==> src/rtl/spectrum_pkg.sv <==
// spectrum_pkg: shared FSM encoding, FFT RAM geometry defaults and peak record for the magnitude RAM writer/reader
package spectrum_pkg;
  localparam int ADDR_W_D = 8;
  localparam int DATA_W_D = 16;
  localparam int NUM_BINS_D = 128;
  typedef enum logic [1:0] {
    IDLE  = 2'd0,
    READ  = 2'd1,
    DRAIN = 2'd2,
    DONE  = 2'd3
  } state_t;
  typedef struct packed {
    logic [ADDR_W_D-1:0] idx;
    logic [DATA_W_D-1:0] mag;
  } peak_t;
endpackage

==> src/rtl/spectrum_peak_reader_peak_top2.sv <==
// peak_top2: keeps the two largest candidates of a scan; candidates arrive in ascending index so strict compares keep the earlier bin on ties
module peak_top2
  import spectrum_pkg::*;
#(
  parameter int ADDR_W = ADDR_W_D,
  parameter int DATA_W = DATA_W_D
) (
  input  logic              clk,
  input  logic              rst,
  input  logic              i_clr,
  input  logic              i_vld,
  input  logic [ADDR_W-1:0] i_idx,
  input  logic [DATA_W-1:0] i_mag,
  output logic [ADDR_W-1:0] o_p1_idx,
  output logic [DATA_W-1:0] o_p1_mag,
  output logic [ADDR_W-1:0] o_p2_idx,
  output logic [DATA_W-1:0] o_p2_mag,
  output logic [1:0]        o_cnt
);
  logic [ADDR_W-1:0] r_p1_idx, r_p2_idx;
  logic [DATA_W-1:0] r_p1_mag, r_p2_mag;
  logic [1:0]        r_cnt;
  // Insert a candidate into the sorted top-2 and count it, saturating at two
  always_ff @(posedge clk) begin
    if (rst || i_clr) begin
      r_p1_idx <= '0;
      r_p1_mag <= '0;
      r_p2_idx <= '0;
      r_p2_mag <= '0;
      r_cnt    <= '0;
    end else if (i_vld) begin
      if (i_mag > r_p1_mag) begin
        r_p2_idx <= r_p1_idx;
        r_p2_mag <= r_p1_mag;
        r_p1_idx <= i_idx;
        r_p1_mag <= i_mag;
      end else if (i_mag > r_p2_mag) begin
        r_p2_idx <= i_idx;
        r_p2_mag <= i_mag;
      end
      r_cnt <= (r_cnt == 2'd2) ? 2'd2 : r_cnt + 2'd1;
    end
  end
  assign o_p1_idx = r_p1_idx;
  assign o_p1_mag = r_p1_mag;
  assign o_p2_idx = r_p2_idx;
  assign o_p2_mag = r_p2_mag;
  assign o_cnt    = r_cnt;
endmodule

==> src/rtl/spectrum_peak_reader.sv <==
// spectrum_peak_reader: reads the FFT magnitude RAM after wr_done and reports the two largest local maxima; define PEAK_THRESH_EN for a minimum-magnitude filter
module spectrum_peak_reader
  import spectrum_pkg::*;
#(
  parameter int ADDR_W    = ADDR_W_D,
  parameter int DATA_W    = DATA_W_D,
  parameter int NUM_BINS  = NUM_BINS_D,
  parameter int SKIP_BINS = 2,
  parameter int RD_LAT    = 1
`ifdef PEAK_THRESH_EN
  ,
  parameter logic [DATA_W-1:0] THRESH = DATA_W'(64)
`endif
) (
  input  logic              clk,
  input  logic              rst,
  input  logic              start,
  input  logic              clear,
  output logic              rd_en,
  output logic [ADDR_W-1:0] rd_addr,
  input  logic [DATA_W-1:0] rd_data,
  output logic              busy,
  output logic              done,
  output logic [ADDR_W-1:0] peak1_idx,
  output logic [DATA_W-1:0] peak1_mag,
  output logic [ADDR_W-1:0] peak2_idx,
  output logic [DATA_W-1:0] peak2_mag,
  output logic [1:0]        peak_cnt
);
  localparam int DW = $clog2(RD_LAT + 2);
  localparam logic [ADDR_W-1:0] LAST = ADDR_W'(NUM_BINS - 1);
  localparam logic [DW-1:0] DRAIN_END = DW'(RD_LAT + 1);
  state_t            r_state, w_next;
  logic              r_start_q, w_start_acc, w_flush, w_dv, w_cand, w_thr_ok;
  logic [ADDR_W-1:0] r_cnt, r_rd_addr, r_k1;
  logic [DW-1:0]     r_dcnt;
  logic              r_rd_en, r_have;
  logic [RD_LAT-1:0] r_vld;
  logic [ADDR_W-1:0] r_tag [RD_LAT];
  logic [DATA_W-1:0] r_m1, r_m2, w_next_mag;
  assign w_start_acc = start && !r_start_q && (r_state == IDLE || r_state == DONE);
  assign w_flush     = (r_state == DRAIN) && (r_dcnt == DRAIN_END);
  assign w_dv        = r_vld[RD_LAT-1];
  assign w_next_mag  = w_dv ? rd_data : '0;
`ifdef PEAK_THRESH_EN
  assign w_thr_ok = r_m1 >= THRESH;
`else
  assign w_thr_ok = 1'b1;
`endif
  // Bin r_k1 is a peak when it rises above its left neighbour and is not exceeded by the right one (0 past the last bin)
  assign w_cand = ((w_dv && r_have) || w_flush) && (r_m1 > r_m2) && (r_m1 >= w_next_mag)
                  && (r_k1 >= ADDR_W'(SKIP_BINS)) && w_thr_ok;
  // Start edge detector; clear keeps sampling start so a level still held high cannot retrigger
  always_ff @(posedge clk) r_start_q <= rst ? 1'b0 : start;
  // FSM state register
  always_ff @(posedge clk) r_state <= (rst || clear) ? IDLE : w_next;
  // FSM next state
  always_comb begin
    w_next = r_state;
    if (w_start_acc) w_next = READ;
    else if (r_state == READ && r_cnt == LAST) w_next = DRAIN;
    else if (w_flush) w_next = DONE;
  end
  // Sequential read address generator and drain timer
  always_ff @(posedge clk) begin
    if (rst || clear) begin
      r_rd_en   <= 1'b0;
      r_rd_addr <= '0;
      r_cnt     <= '0;
      r_dcnt    <= '0;
    end else begin
      r_rd_en   <= r_state == READ;
      r_rd_addr <= (r_state == READ) ? r_cnt : r_rd_addr;
      r_cnt     <= (r_state == READ) ? r_cnt + ADDR_W'(1) : '0;
      r_dcnt    <= (r_state == DRAIN) ? r_dcnt + DW'(1) : '0;
    end
  end
  // Valid/address tags travel alongside the RAM latency so each returning word knows its bin
  always_ff @(posedge clk) begin
    if (rst || clear) begin
      r_vld <= '0;
      for (int i = 0; i < RD_LAT; i++) r_tag[i] <= '0;
    end else begin
      r_vld[0] <= r_rd_en;
      r_tag[0] <= r_rd_addr;
      for (int i = 1; i < RD_LAT; i++) begin
        r_vld[i] <= r_vld[i-1];
        r_tag[i] <= r_tag[i-1];
      end
    end
  end
  // Two-sample history window; m[-1] is the zero left in r_m2 at scan start
  always_ff @(posedge clk) begin
    if (rst || clear || w_start_acc) begin
      r_m1   <= '0;
      r_m2   <= '0;
      r_k1   <= '0;
      r_have <= 1'b0;
    end else if (w_dv) begin
      r_m2   <= r_m1;
      r_m1   <= rd_data;
      r_k1   <= r_tag[RD_LAT-1];
      r_have <= 1'b1;
    end
  end
  peak_top2 #(.ADDR_W(ADDR_W), .DATA_W(DATA_W)) u_top2 (
    .clk      (clk),
    .rst      (rst),
    .i_clr    (clear || w_start_acc),
    .i_vld    (w_cand),
    .i_idx    (r_k1),
    .i_mag    (r_m1),
    .o_p1_idx (peak1_idx),
    .o_p1_mag (peak1_mag),
    .o_p2_idx (peak2_idx),
    .o_p2_mag (peak2_mag),
    .o_cnt    (peak_cnt)
  );
  assign rd_en   = r_rd_en;
  assign rd_addr = r_rd_addr;
  assign busy    = (r_state == READ) || (r_state == DRAIN);
  assign done    = r_state == DONE;
endmodule

==> config.mk <==
export PLATFORM = sky130hd
export DESIGN_NAME = spectrum_peak_reader
export DESIGN_NICKNAME = d
export VERILOG_FILES = /design/src/rtl/spectrum_pkg.sv /design/src/rtl/spectrum_peak_reader_peak_top2.sv /design/src/rtl/spectrum_peak_reader.sv
export SDC_FILE = /design/constraint.sdc
export NUM_CORES = 1
export LEC_CHECK = 0
export BUFFER_PORTS_ARGS = -buffer_cell sky130_fd_sc_hd__buf_2
export CORE_ASPECT_RATIO = 1.5
export CORE_MARGIN = 2
export CORE_UTILIZATION = 45
export CTS_CLUSTER_DIAMETER = 150
export DETAILED_ROUTE_END_ITERATION = 12
export MAX_ROUTING_LAYER = met4
export PLACE_DENSITY = 0.72
export SLEW_MARGIN = 15
export SYNTH_ARGS = -nofsm -noshare
export SYNTH_HDL_FRONTEND = slang
export SYNTH_HIERARCHICAL = 1
export SYNTH_SLANG_ARGS = --single-unit
==> constraint.sdc <==
create_clock -name clk -period 3.6 [get_ports clk]
set_input_delay 0.9 -clock clk [delete_from_list [all_inputs] [get_ports clk]]
set_output_delay 0.9 -clock clk [all_outputs]
set_load 0.005 [all_outputs]
==> Word level (Yosys, flattened, before mapping) <==
Memories as Yosys holds them, arrays and structs flattened. A register that Yosys moved wholly into a read port is not among the register bits.
Cells that the tools add are included.
{ "classes": {"n_reduce_logical": 26, "eq_ne": 6, "n_bitwise": 2, "order_cmp": 5, "n_mux": 14, "add_sub_neg": 3} }
{ "op_table": {"columns": ["cell", "n"], "rows": [
  ["$gt 16x16->1", 3],
  ["$mux 16", 3],
  ["$mux 8", 3],
  ["$ge 16x16->1", 1],
  ["$add 8x1->8 const B", 1],
  ["$eq 2x2->1 const B", 4],
  ["$eq 8x7->1 const B", 1],
  ["$ge 8x2->1 const B", 1],
  ["$logic_and 1x1->1", 8],
  ["$reduce_or 8->1", 1],
  ["$logic_or 1x1->1", 7],
  ["$mux 2", 3],
  ["$reduce_or 2->1", 3],
  ["$mux 1", 5],
  ["$add 2x1->2 const B", 2],
  ["$reduce_and 2->1", 2],
  ["$reduce_bool 2->1", 2],
  ["$reduce_bool 3->1", 1],
  ["$eq 2x1->1 const B", 1],
  ["$logic_not 2->1", 1],
  ["$not 1->1", 2],
  ["$logic_not 1->1", 1]
]} }
{ "word_totals": {"n_memories": 1, "ramBits": 8, "ff_bits": 106, "wordCells": 73, "output_inout_bits": 61, "inputBits": 20} }
{ "memory_table": {"columns": ["name", "depth", "word_bits", "rd", "rd_clocked_by_memory_dff", "wr", "line_no", "text"], "rows": [
  ["r_tag", 1, 8, 1, 1, 1, "spectrum_peak_reader.sv:39", "logic [ADDR_W-1:0] r_tag [RD_LAT];"]
]} }

==> Logic depth before layout (Yosys ltp) <==
Gate-level depths: netlist of run 1.
{ "logic_depth": {"depth_word": 7, "ltp_mapped": 15, "mapped_depth_nobuf": 11} }

==> Modules after synthesis <==
The synthesis of run 1 kept the hierarchy.
{ "by_module_without_submodules": {"columns": ["module", "area_per_inst_um2", "cells_each", "n_inst"], "rows": [
  ["spectrum_peak_reader", 3258.1, 355, 1],
  ["peak_top2", 3006.6, 310, 1]
]} }

==> Least setup slack after synthesis of run 1 <==
No wires, ideal clock.
{ "synth_path": {"path_kind": "input port to flip-flop", "start": "in rd_data[0]", "end": "reg u_top2.r_p1_mag[13] (netlist: u_top2/o_p1_mag[13])", "arrival_ns": 3.311, "required_time_ns": 3.468, "stages": 13, "path_slack_ns": 0.156, "setup_time_ns": 0.132, "path_buffers": 2, "cell_sequence": "and2_1 -> ha_1 -> and3_1 -> o21ai_0 -> a311oi_1 -> o21ai_0 -> a221oi_1 -> inv_1 -> a311oi_2 -> buf_6 -> buf_6 -> mux2i_1 -> nor2_1"} }
{ "synth_between": {"elab_chain_len": 5} }
{ "synth_rtl": {"columns": ["element", "line_no", "text"], "rows": [
  ["from (decl)", "spectrum_peak_reader.sv:21", "input logic [DATA_W-1:0] rd_data,"],
  ["$mux 16", "spectrum_peak_reader.sv:44", "assign w_next_mag = w_dv ? rd_data : '0;"],
  ["$ge 16x16->1", "spectrum_peak_reader.sv:51", "assign w_cand = ((w_dv && r_have) || w_flush) && (r_m1 > r_m2) && (r_m1 >= w_next_mag)"],
  ["$logic_and 1x1->1", "spectrum_peak_reader.sv:51", null],
  ["$logic_and 1x1->1", "spectrum_peak_reader.sv:52", "&& (r_k1 >= ADDR_W'(SKIP_BINS)) && w_thr_ok;"],
  ["via w_cand", "spectrum_peak_reader.sv:34", "logic r_start_q, w_start_acc, w_flush, w_dv, w_cand, w_thr_ok;"],
  ["$reduce_and 2->1 (no source line)", null, null],
  ["to (signal assigned)", "spectrum_peak_reader_peak_top2.sv:36", "r_p1_mag <= i_mag;"],
  ["to (decl)", "spectrum_peak_reader_peak_top2.sv:21", "logic [DATA_W-1:0] r_p1_mag, r_p2_mag;"]
]} }
The timed path passes the listed nets, and every way through them passes these cells.
A chain may end at the register's enable or synchronous reset.

==> Worst setup path in the final report of run 1 <==
{ "layout_path": {"start": "reg r_vld", "end": "reg u_top2.r_p1_mag[6] (netlist: u_top2/o_p1_mag[6])"} }
{ "layout_between": {"elab_chain_len": 6, "word_cells_on_any_way": 8} }
{ "layout_rtl": {"columns": ["element", "line_no", "text"], "rows": [
  ["from (decl)", "spectrum_peak_reader.sv:38", "logic [RD_LAT-1:0] r_vld;"],
  ["from (signal, indexed assignment)", "spectrum_peak_reader.sv:87", "r_vld[i] <= r_vld[i-1];"],
  ["parallel branches: the longest is 3 deep, another holds $ge 16x16->1", null, null],
  ["$logic_and 1x1->1 (*)", "spectrum_peak_reader.sv:51", null],
  ["$logic_and 1x1->1 (*)", "spectrum_peak_reader.sv:52", null],
  ["via w_cand", "spectrum_peak_reader.sv:34", null],
  ["$reduce_and 2->1 (no source line) (*)", null, null]
]} }
Mark *: on every way through the listed nets, which the timed path passes.

==> flow_results.xml, run 1 <==
<?xml version="1.0" encoding="UTF-8"?>
<metrics>
  <group name="final_layout">
    <metric name="area.sequential" unit="µm²">2440</metric>
    <metric name="fin_nets" unit="">841</metric>
    <metric name="instances_no_fill" unit="">925</metric>
    <metric name="area_used_by_multi_input_combinational_logic" unit="µm²">3440</metric>
    <metric name="flow.area_growth_from_synthesis" unit="%">18.2</metric>
    <metric name="layout_common_cells" unit="">dfxtp_1 (121), mux2i_1 (81), buf_2 (80)</metric>
    <metric name="post_route_cells_drive_above_1_share" unit="">0.202</metric>
    <metric name="fill_cells" unit="">1198</metric>
    <metric name="antenna-diode-count" unit="">0</metric>
    <metric name="finalInstanceArea" unit="µm²">7400</metric>
    <metric name="layout.cells.most_common" unit="">dfxtp_1</metric>
  </group>
  <group name="setup_path">
    <metric name="worst_path_largest_cell_delay" unit="ps">560</metric>
    <metric name="r2r_slack" unit="ps">390</metric>
    <metric name="cp_data_required_time" unit="ps">3870</metric>
    <metric name="timing.critical_path.max_delay_family" unit="">compound AO/OA/AOI/OAI gates</metric>
    <metric name="timing.critical_path.buf_inv" unit="">3</metric>
    <metric name="startpoint_type" unit="">register</metric>
    <metric name="worst-path-max-fanout" unit="">19</metric>
    <metric name="cp.arrival" unit="ps">3480</metric>
    <metric name="ordered_cell_list_for_the_critical_path" unit="">nand2_1, ha_1, and3_1, o21ai_0, a311oi_1, o21ai_0, a221oi_1, buf_4, inv_1, a311oi_4, buf_4, mux2i_1, nor2_1</metric>
    <metric name="cp-end-kind" unit="">register</metric>
    <metric name="cp_slowest_cell" unit="">dfxtp_2</metric>
    <metric name="setup.worst_path.class" unit="">reg2reg</metric>
  </group>
  <group name="synthesis">
    <metric name="syn_area_per_cell" unit="µm²">9.42</metric>
    <metric name="ys.warnings.count" unit="">6</metric>
    <metric name="post_synth_inst_count" unit="">665</metric>
    <metric name="synth_area" unit="µm²">6260</metric>
    <metric name="synth-seq-area-share" unit="">0.390</metric>
    <metric name="synth_fp_nets" unit="">755</metric>
    <metric name="synth_cell_types" unit="">47</metric>
    <metric name="synth_seq_cells" unit="">122</metric>
  </group>
  <group name="clocking">
    <metric name="post_cts_resize_count" unit="">0</metric>
    <metric name="clock_network_latency_to_the_later_pin_of_the_worst_skew_pair" unit="ps">410</metric>
    <metric name="cts_buffers" unit="">17</metric>
    <metric name="clock_tree.buffer_depth" unit="">2</metric>
    <metric name="cts_htree_levels" unit="">4</metric>
    <metric name="cts.hold.buffers_added" unit="">0</metric>
    <metric name="cts_sinks" unit="">122</metric>
    <metric name="clockRootBuffer" unit="">clkbuf_16</metric>
    <metric name="clk_transition_reported_paths" unit="ps">50</metric>
    <metric name="tritoncts" unit="">built</metric>
    <metric name="post-cts-setup-buffers" unit="">0</metric>
  </group>
  <group name="sta">
    <metric name="totalNegativeSetupSlack" unit="ps">0</metric>
    <metric name="finalHoldViolCount" unit="">0</metric>
    <metric name="period_utilisation_layout" unit="">0.892</metric>
    <metric name="report.final.slew_viol_count" unit="">0</metric>
    <metric name="timing.clock.skew" unit="ps">9.54</metric>
    <metric name="rsz_0062_raised_after_global_routing" unit="">false</metric>
    <metric name="tightest_slew" unit="ps">709</metric>
    <metric name="hold_ws" unit="ps">415</metric>
    <metric name="fmax" unit="MHz">312</metric>
    <metric name="finalSetupViolCount" unit="">0</metric>
    <metric name="min_period" unit="ps">3210</metric>
    <metric name="relSlewSlack" unit="">0.525</metric>
  </group>
  <group name="global_routing">
    <metric name="grt_antenna_before_repair" unit="">0</metric>
    <metric name="number_of_global_route_vias_before_repair" unit="">5157</metric>
    <metric name="grt_pass1_wl" unit="µm">24500</metric>
    <metric name="overflow" unit="">0</metric>
    <metric name="grt_util_all_layers" unit="">0.213</metric>
    <metric name="grt_start_max_net_pins" unit="">43</metric>
  </group>
  <group name="route">
    <metric name="detail-route-antenna-nets" unit="">0</metric>
    <metric name="vias" unit="">5024</metric>
    <metric name="route.final.wire_length" unit="µm">14800</metric>
    <metric name="route.detailed.vias_per_inst" unit="">5.43</metric>
    <metric name="drt_pass1_iterations" unit="">5</metric>
    <metric name="drt_first_iter_violations" unit="">197</metric>
    <metric name="post_drt_wl_per_cell" unit="µm">16.0</metric>
    <metric name="detail_route.drc_violations" unit="">0</metric>
  </group>
  <group name="floorplan">
    <metric name="design.core.area" unit="µm²">13500</metric>
    <metric name="floorplan.io_pins" unit="">81</metric>
    <metric name="row_count" unit="">52</metric>
    <metric name="die_y" unit="µm">149</metric>
    <metric name="initial_core_util" unit="">0.463</metric>
    <metric name="width_of_the_die" unit="µm">100</metric>
    <metric name="die_area" unit="µm²">14900</metric>
  </group>
  <group name="job">
    <metric name="drv.max_cap_violation_count" unit="">0</metric>
  </group>
  <group name="worst_hold_path">
    <metric name="worstHoldPathType" unit="">reg2reg</metric>
  </group>
  <group name="placement">
    <metric name="gpl.final_weighted_congestion" unit="">0.839</metric>
    <metric name="placed_cells_incl_taps" unit="">894</metric>
    <metric name="place_area" unit="µm²">6860</metric>
    <metric name="dp.final_hpwl" unit="µm">11100</metric>
    <metric name="port-buffer-count" unit="">80</metric>
  </group>
  <group name="power_and_ir_drop">
    <metric name="total_leakage_power" unit="nW">2.86</metric>
    <metric name="power.density" unit="nW/µm²">402</metric>
    <metric name="worst_ir_drop_on_vdd" unit="mV">0.423</metric>
    <metric name="total_power" unit="W">0.00298</metric>
  </group>
  <group name="run_status">
    <metric name="outcome" unit="">complete, no violations</metric>
  </group>
</metrics>
state kept, by name, indices dropped and copies added, names as in the netlist, 8 cells and up:
name	cells
r_tag	8
r_m1	16
u_top2/o_p1_mag	16
u_top2/o_p2_mag	16
r_k1	8
u_top2/o_p1_idx	8
u_top2/o_p2_idx	8
r_m2	16
rd_addr	8
r_cnt	8
final cells by class:
cell class / instances / share of cell area
clock inverters: 8 / 0.00946
repair buffers: 98 / 0.0757
multi-input cells: 455 / 0.464
flip-flops and latches: 122 / 0.330
clock buffers: 23 / 0.0645
well taps: 162 / 0.0274
inverters: 57 / 0.0289
cell usage after synthesis (all sizes together):
| library cell | instances | area, µm² |
|---|---|---|
| o311a | 1 | 21.3 |
| or3 | 2 | 12.5 |
| nor4 | 2 | 18.8 |
| nand4 | 12 | 75.1 |
| a2111oi | 2 | 17.5 |
| a2111o | 1 | 11.3 |
| dfxtp | 122 | 2440 |
| ha | 70 | 876 |
| xnor2 | 1 | 8.76 |
| a211oi | 24 | 280 |
| a221oi | 2 | 17.5 |
| a21oi | 44 | 220 |
| nand2b | 3 | 18.8 |
| and4 | 3 | 26.3 |
| xor2 | 5 | 43.8 |
| nand3 | 7 | 35.0 |
| nor2 | 74 | 278 |
| o21bai | 1 | 7.51 |
| nor3 | 25 | 125 |
| or4 | 1 | 7.51 |
| a311oi | 2 | 23.8 |
| or2 | 3 | 18.8 |
| and3 | 3 | 20.0 |
| clkbuf | 15 | 56.3 |
| a21o | 4 | 30.0 |
| nand2 | 44 | 165 |
| mux2i | 81 | 811 |
| and2 | 12 | 75.1 |
| o21ai | 11 | 55.1 |
| o211ai | 5 | 37.5 |
| inv | 57 | 214 |
| a21boi | 1 | 7.51 |
| a221o | 2 | 20.0 |
| buf | 16 | 128 |
| nand3b | 1 | 7.51 |
| a31oi | 1 | 21.3 |
| nor2b | 5 | 31.3 |
metrics by stage:
| stage | setup WS, ps | utilization |
|---|---|---|
| global route | 87.4 | 0.547 |
| floorplan | 156 | - |
| finish | 390 | 0.547 |
| detailed placement | 6.09 | 0.507 |
| CTS | 412 | 0.547 |
| global placement | 116 | 0.507 |
layer usage:
metal	vias up	track usage	share of wire
li1	2484	-	-
met2	123	0.396	0.55
met5	-	-	0
met4	0	0.0760	0.021
met1	2395	0.214	0.39
met3	22	0.0479	0.037
where the power goes:
part           switching (W)  total [W]  leakage (nW)  internal, W
Clock               0.000575    0.00157         0.269     0.000993
Combinational      0.0000377  0.0000570          1.61    0.0000193
Sequential        0.00000187    0.00136         0.983      0.00135
path summary, 6_finish.rpt:
path / from / end / cells after the start
min reg2reg: r_dcnt[0] / r_dcnt[0] / 1
max reg2reg: r_vld / u_top2/o_p1_mag[6] / 13
min: r_dcnt[0] / r_dcnt[0] / 1
max: r_vld / u_top2/o_p1_mag[6] / 13
cells by family after synthesis:
kind of cell,after synthesis,synth area share
and+or+nand+nor,197,0.146
DFF,122,0.390
AOI/OAI and AO/OA,101,0.123
buffers and inverters,88,0.0635
muxes,81,0.129
adders and majority gates,70,0.140
xor gates and xnor gates,6,0.00839
No activity file was read; power rests on OpenSTA's default activity.
==> run 2: changes to the inputs <==
--- a/config.mk
+++ b/config.mk
@@ -5,6 +5,7 @@
 export SDC_FILE = /design/constraint.sdc
 export NUM_CORES = 1
 export LEC_CHECK = 0
+export ABC_AREA = 1
 export BUFFER_PORTS_ARGS = -buffer_cell sky130_fd_sc_hd__buf_2
 export CORE_ASPECT_RATIO = 1.5
 export CORE_MARGIN = 2
@@ -13,6 +14,7 @@
 export DETAILED_ROUTE_END_ITERATION = 12
 export MAX_ROUTING_LAYER = met4
 export PLACE_DENSITY = 0.72
+export SKIP_CTS_REPAIR_TIMING = 1
 export SLEW_MARGIN = 15
 export SYNTH_ARGS = -nofsm -noshare
 export SYNTH_HDL_FRONTEND = slang
==> run 2 against run 1 <==
Net effect: synthesized cell count grew 41%; critical path depth grew 1; combinational power grew 15%; final cell count grew 32%; die area grew 4.8%; non-clock buffer count shrank 9; global-route usage grew 0.86 points; critical path type unchanged; largest power group unchanged.
==> flow_results.xml, run 2 <==
<?xml version="1.0" encoding="UTF-8"?>
<metrics>
  <group name="final_layout">
    <metric name="finalInstanceArea" unit="µm²">7690</metric>
    <metric name="layout.cells.most_common" unit="">nand2_1</metric>
    <metric name="fin_nets" unit="">1099</metric>
    <metric name="layout_common_cells" unit="">nand2_1 (245), nor2_1 (162), dfxtp_1 (121)</metric>
    <metric name="fill_cells" unit="">1452</metric>
    <metric name="flow.area_growth_from_synthesis" unit="%">16.9</metric>
    <metric name="instances_no_fill" unit="">1219</metric>
    <metric name="post_route_cells_drive_above_1_share" unit="">0.142</metric>
  </group>
  <group name="sta">
    <metric name="fmax" unit="MHz">331</metric>
    <metric name="relSlewSlack" unit="">0.616</metric>
    <metric name="timing.clock.skew" unit="ps">7.24</metric>
    <metric name="period_utilisation_layout" unit="">0.838</metric>
    <metric name="finalSetupViolCount" unit="">0</metric>
    <metric name="min_period" unit="ps">3020</metric>
    <metric name="tightest_slew" unit="ps">576</metric>
    <metric name="final.setup.worst_slack" unit="ps">582</metric>
    <metric name="report.final.slew_viol_count" unit="">0</metric>
    <metric name="finalHoldViolCount" unit="">0</metric>
    <metric name="totalNegativeSetupSlack" unit="ps">0</metric>
    <metric name="rsz_0062_raised_after_global_routing" unit="">false</metric>
  </group>
  <group name="floorplan">
    <metric name="design.core.area" unit="µm²">14400</metric>
    <metric name="die_area" unit="µm²">15600</metric>
    <metric name="die_y" unit="µm">152</metric>
    <metric name="floorplan.io_pins" unit="">81</metric>
    <metric name="width_of_the_die" unit="µm">103</metric>
    <metric name="row_count" unit="">54</metric>
    <metric name="initial_core_util" unit="">0.457</metric>
  </group>
  <group name="clocking">
    <metric name="clk_transition_reported_paths" unit="ps">60</metric>
    <metric name="clockRootBuffer" unit="">clkbuf_16</metric>
    <metric name="clock_tree.buffer_depth" unit="">2</metric>
    <metric name="cts_htree_levels" unit="">4</metric>
    <metric name="clock_network_latency_to_the_later_pin_of_the_worst_skew_pair" unit="ps">420</metric>
    <metric name="cts_buffers" unit="">17</metric>
    <metric name="tritoncts" unit="">built</metric>
    <metric name="cts_sinks" unit="">122</metric>
  </group>
  <group name="power_and_ir_drop">
    <metric name="share_seq_of_total_power" unit="">0.436</metric>
    <metric name="net-switching-power" unit="W">0.000733</metric>
    <metric name="intPower" unit="W">0.00238</metric>
    <metric name="worst_ir_drop_on_vdd" unit="mV">0.332</metric>
    <metric name="total_power" unit="W">0.00311</metric>
    <metric name="total_leakage_power" unit="nW">3.90</metric>
    <metric name="netSwitchingFraction" unit="">0.236</metric>
    <metric name="power.density" unit="nW/µm²">405</metric>
    <metric name="clockPowerShare" unit="">0.543</metric>
    <metric name="pwr-share-comb" unit="">0.021</metric>
  </group>
  <group name="placement">
    <metric name="port-buffer-count" unit="">80</metric>
    <metric name="placement.setup.worst_slack" unit="ps">434</metric>
    <metric name="place_area" unit="µm²">7100</metric>
    <metric name="placed_cells_incl_taps" unit="">1186</metric>
    <metric name="dp.final_hpwl" unit="µm">11100</metric>
    <metric name="gpl.final_weighted_congestion" unit="">0.853</metric>
  </group>
  <group name="route">
    <metric name="route.final.wire_length" unit="µm">15600</metric>
    <metric name="drt_pass1_iterations" unit="">5</metric>
    <metric name="post_drt_wl_per_cell" unit="µm">12.8</metric>
    <metric name="detail_route.drc_violations" unit="">0</metric>
    <metric name="drt_first_iter_violations" unit="">308</metric>
    <metric name="route.detailed.vias_per_inst" unit="">4.94</metric>
    <metric name="detail-route-antenna-nets" unit="">0</metric>
    <metric name="vias" unit="">6024</metric>
  </group>
  <group name="setup_path">
    <metric name="reg2reg_from" unit="">r_vld</metric>
    <metric name="startpoint_type" unit="">register</metric>
    <metric name="worst-path-max-fanout" unit="">31</metric>
    <metric name="cp_data_required_time" unit="ps">3900</metric>
    <metric name="r2r_slack" unit="ps">580</metric>
    <metric name="rr_worst_depth" unit="">14</metric>
    <metric name="cp.arrival" unit="ps">3320</metric>
    <metric name="cp-end-kind" unit="">register</metric>
    <metric name="crit_path_start" unit="">r_vld</metric>
    <metric name="setup.worst_path.class" unit="">reg2reg</metric>
  </group>
  <group name="synthesis">
    <metric name="synth_area_leader_cell" unit="">dfxtp_1</metric>
    <metric name="syn_area_per_cell" unit="µm²">7.02</metric>
    <metric name="synth_fp_nets" unit="">1027</metric>
    <metric name="ys.warnings.count" unit="">6</metric>
    <metric name="post_synth_inst_count" unit="">937</metric>
    <metric name="post_synth_and_or_nand_nor_area_fraction" unit="">0.320</metric>
    <metric name="synth_async_sr_flop_share" unit="">0</metric>
    <metric name="synth.top_cells.by_area" unit="">dfxtp_1 (37%), nand2_1 (14%), ha_1 (13%)</metric>
    <metric name="synth_enable_flop_cells" unit="">0</metric>
    <metric name="synth_area" unit="µm²">6580</metric>
    <metric name="synth_top_cells_by_count" unit="">nand2_1 (245), nor2_1 (163), dfxtp_1 (122)</metric>
    <metric name="synth_seq_cells" unit="">122</metric>
    <metric name="synth_adder_area_share" unit="">0.133</metric>
    <metric name="post-synth-top-count-cell" unit="">nand2_1</metric>
    <metric name="synth-compound-area-share" unit="">0.0797</metric>
    <metric name="post_synth_xor_area_fraction" unit="">0.00133</metric>
    <metric name="synth.mux.area_fraction" unit="">0</metric>
    <metric name="synth_top_flop_cell" unit="">dfxtp_1</metric>
    <metric name="netlist.area_leader.share" unit="">0.371</metric>
    <metric name="synth-seq-area-share" unit="">0.371</metric>
    <metric name="synth_cell_types" unit="">32</metric>
    <metric name="largest_family_of_logic_cells_by_synthesized_area" unit="">simple AND/OR/NAND/NOR gates</metric>
  </group>
  <group name="worst_hold_path">
    <metric name="timing.hold.worst_path_depth" unit="">2</metric>
    <metric name="worstHoldPathType" unit="">reg2reg</metric>
    <metric name="holdCritStartpoint" unit="">rd_en</metric>
  </group>
  <group name="global_routing">
    <metric name="grt_start_max_net_pins" unit="">49</metric>
    <metric name="grt_antenna_before_repair" unit="">0</metric>
    <metric name="grt_pass1_wl" unit="µm">26700</metric>
    <metric name="overflow" unit="">0</metric>
    <metric name="grt_util_all_layers" unit="">0.221</metric>
    <metric name="number_of_global_route_vias_before_repair" unit="">5780</metric>
  </group>
  <group name="run_status">
    <metric name="outcome" unit="">complete, no violations</metric>
  </group>
  <group name="job">
    <metric name="drv.max_cap_violation_count" unit="">0</metric>
  </group>
</metrics>
-- run 2: cell types whose count changed after synthesis, moves of 20 or more --
| cell | previous run | this run |
|---|---|---|
| nand2_1 | 44 | 245 |
| nor2_1 | 74 | 163 |
| mux2i_1 | 81 | 0 |
| nand3_1 | 7 | 54 |
| inv_1 | 57 | 102 |
| a21oi_1 | 44 | 86 |
| nor3_1 | 25 | 3 |
| a211oi_2 | 20 | 0 |
-- run 2: final timing paths --
kind,endpoint
setup / recovery,u_top2/o_p2_mag[9]
hold / removal,r_vld
setup reg to reg,u_top2/o_p2_mag[9]
hold reg to reg,r_vld
-- run 2: power by group through the flow --
| stage | Combinational, W | Sequential, W | Clock, W |
|---|---|---|---|
| final | 0.0000653 | 0.00136 | 0.00169 |
| after detailed placement | 0.0000656 | 0.00139 | 0 |
| after floorplan | 0.0000424 | 0.00139 | 0 |
| after global placement | 0.0000649 | 0.00139 | 0 |
| after CTS | 0.0000662 | 0.00136 | 0.00171 |
| after global routing | 0.0000735 | 0.00136 | 0.00178 |
-- run 2: cell type report --
cell class                      count  area [µm²]  area share
Multi-Input combinational cell    670        3520       0.458
Sequential cell                   122        2440       0.318
Timing Repair Buffer               89         480      0.0625
Clock buffer                       19         453      0.0589
Inverter                          109         412      0.0535
Tap cell                          196         245      0.0319
Clock inverter                     13         134      0.0174
Antenna cell                        1        2.50    0.000325
-- run 2: layer usage --
metal,GRT usage,up-vias,part of all wire
met5,-,-,0
met2,0.391,114,0.53
met4,0.0660,0,0.020
li1,-,3124,-
met1,0.247,2759,0.41
met3,0.0423,27,0.038
-- run 2: kinds of logic after synthesis --
group                      Yosys count
DFF                                122
AOI/OAI and AO/OA                  102
xor gates and xnor gates             1
buffers and inverters              145
adders and majority gates           70
and+or+nand+nor                    497
-- run 2: metrics by stage --
| stage | hold slack, ps | util |
|---|---|---|
| final | 424 | 0.534 |
| after global routing | 449 | 0.534 |
| after CTS | 419 | 0.534 |
| after detailed placement | 409 | 0.493 |
| after global placement | 416 | 0.493 |
| after floorplan | 399 | - |
-- run 2: worst max-delay path, cell delays in order (launching register included) --
cell and delay (ps):
dfxtp_2 690, nand2_1 220, ha_1 330, nand2_1 60
nor2_1 150, nand2_1 70, nand2_1 50, nand2_1 40
nand2_1 50, nor2_1 40, nor2_1 320, buf_4 260
nand2_2 270, nor2_1 270, nor2_1 70
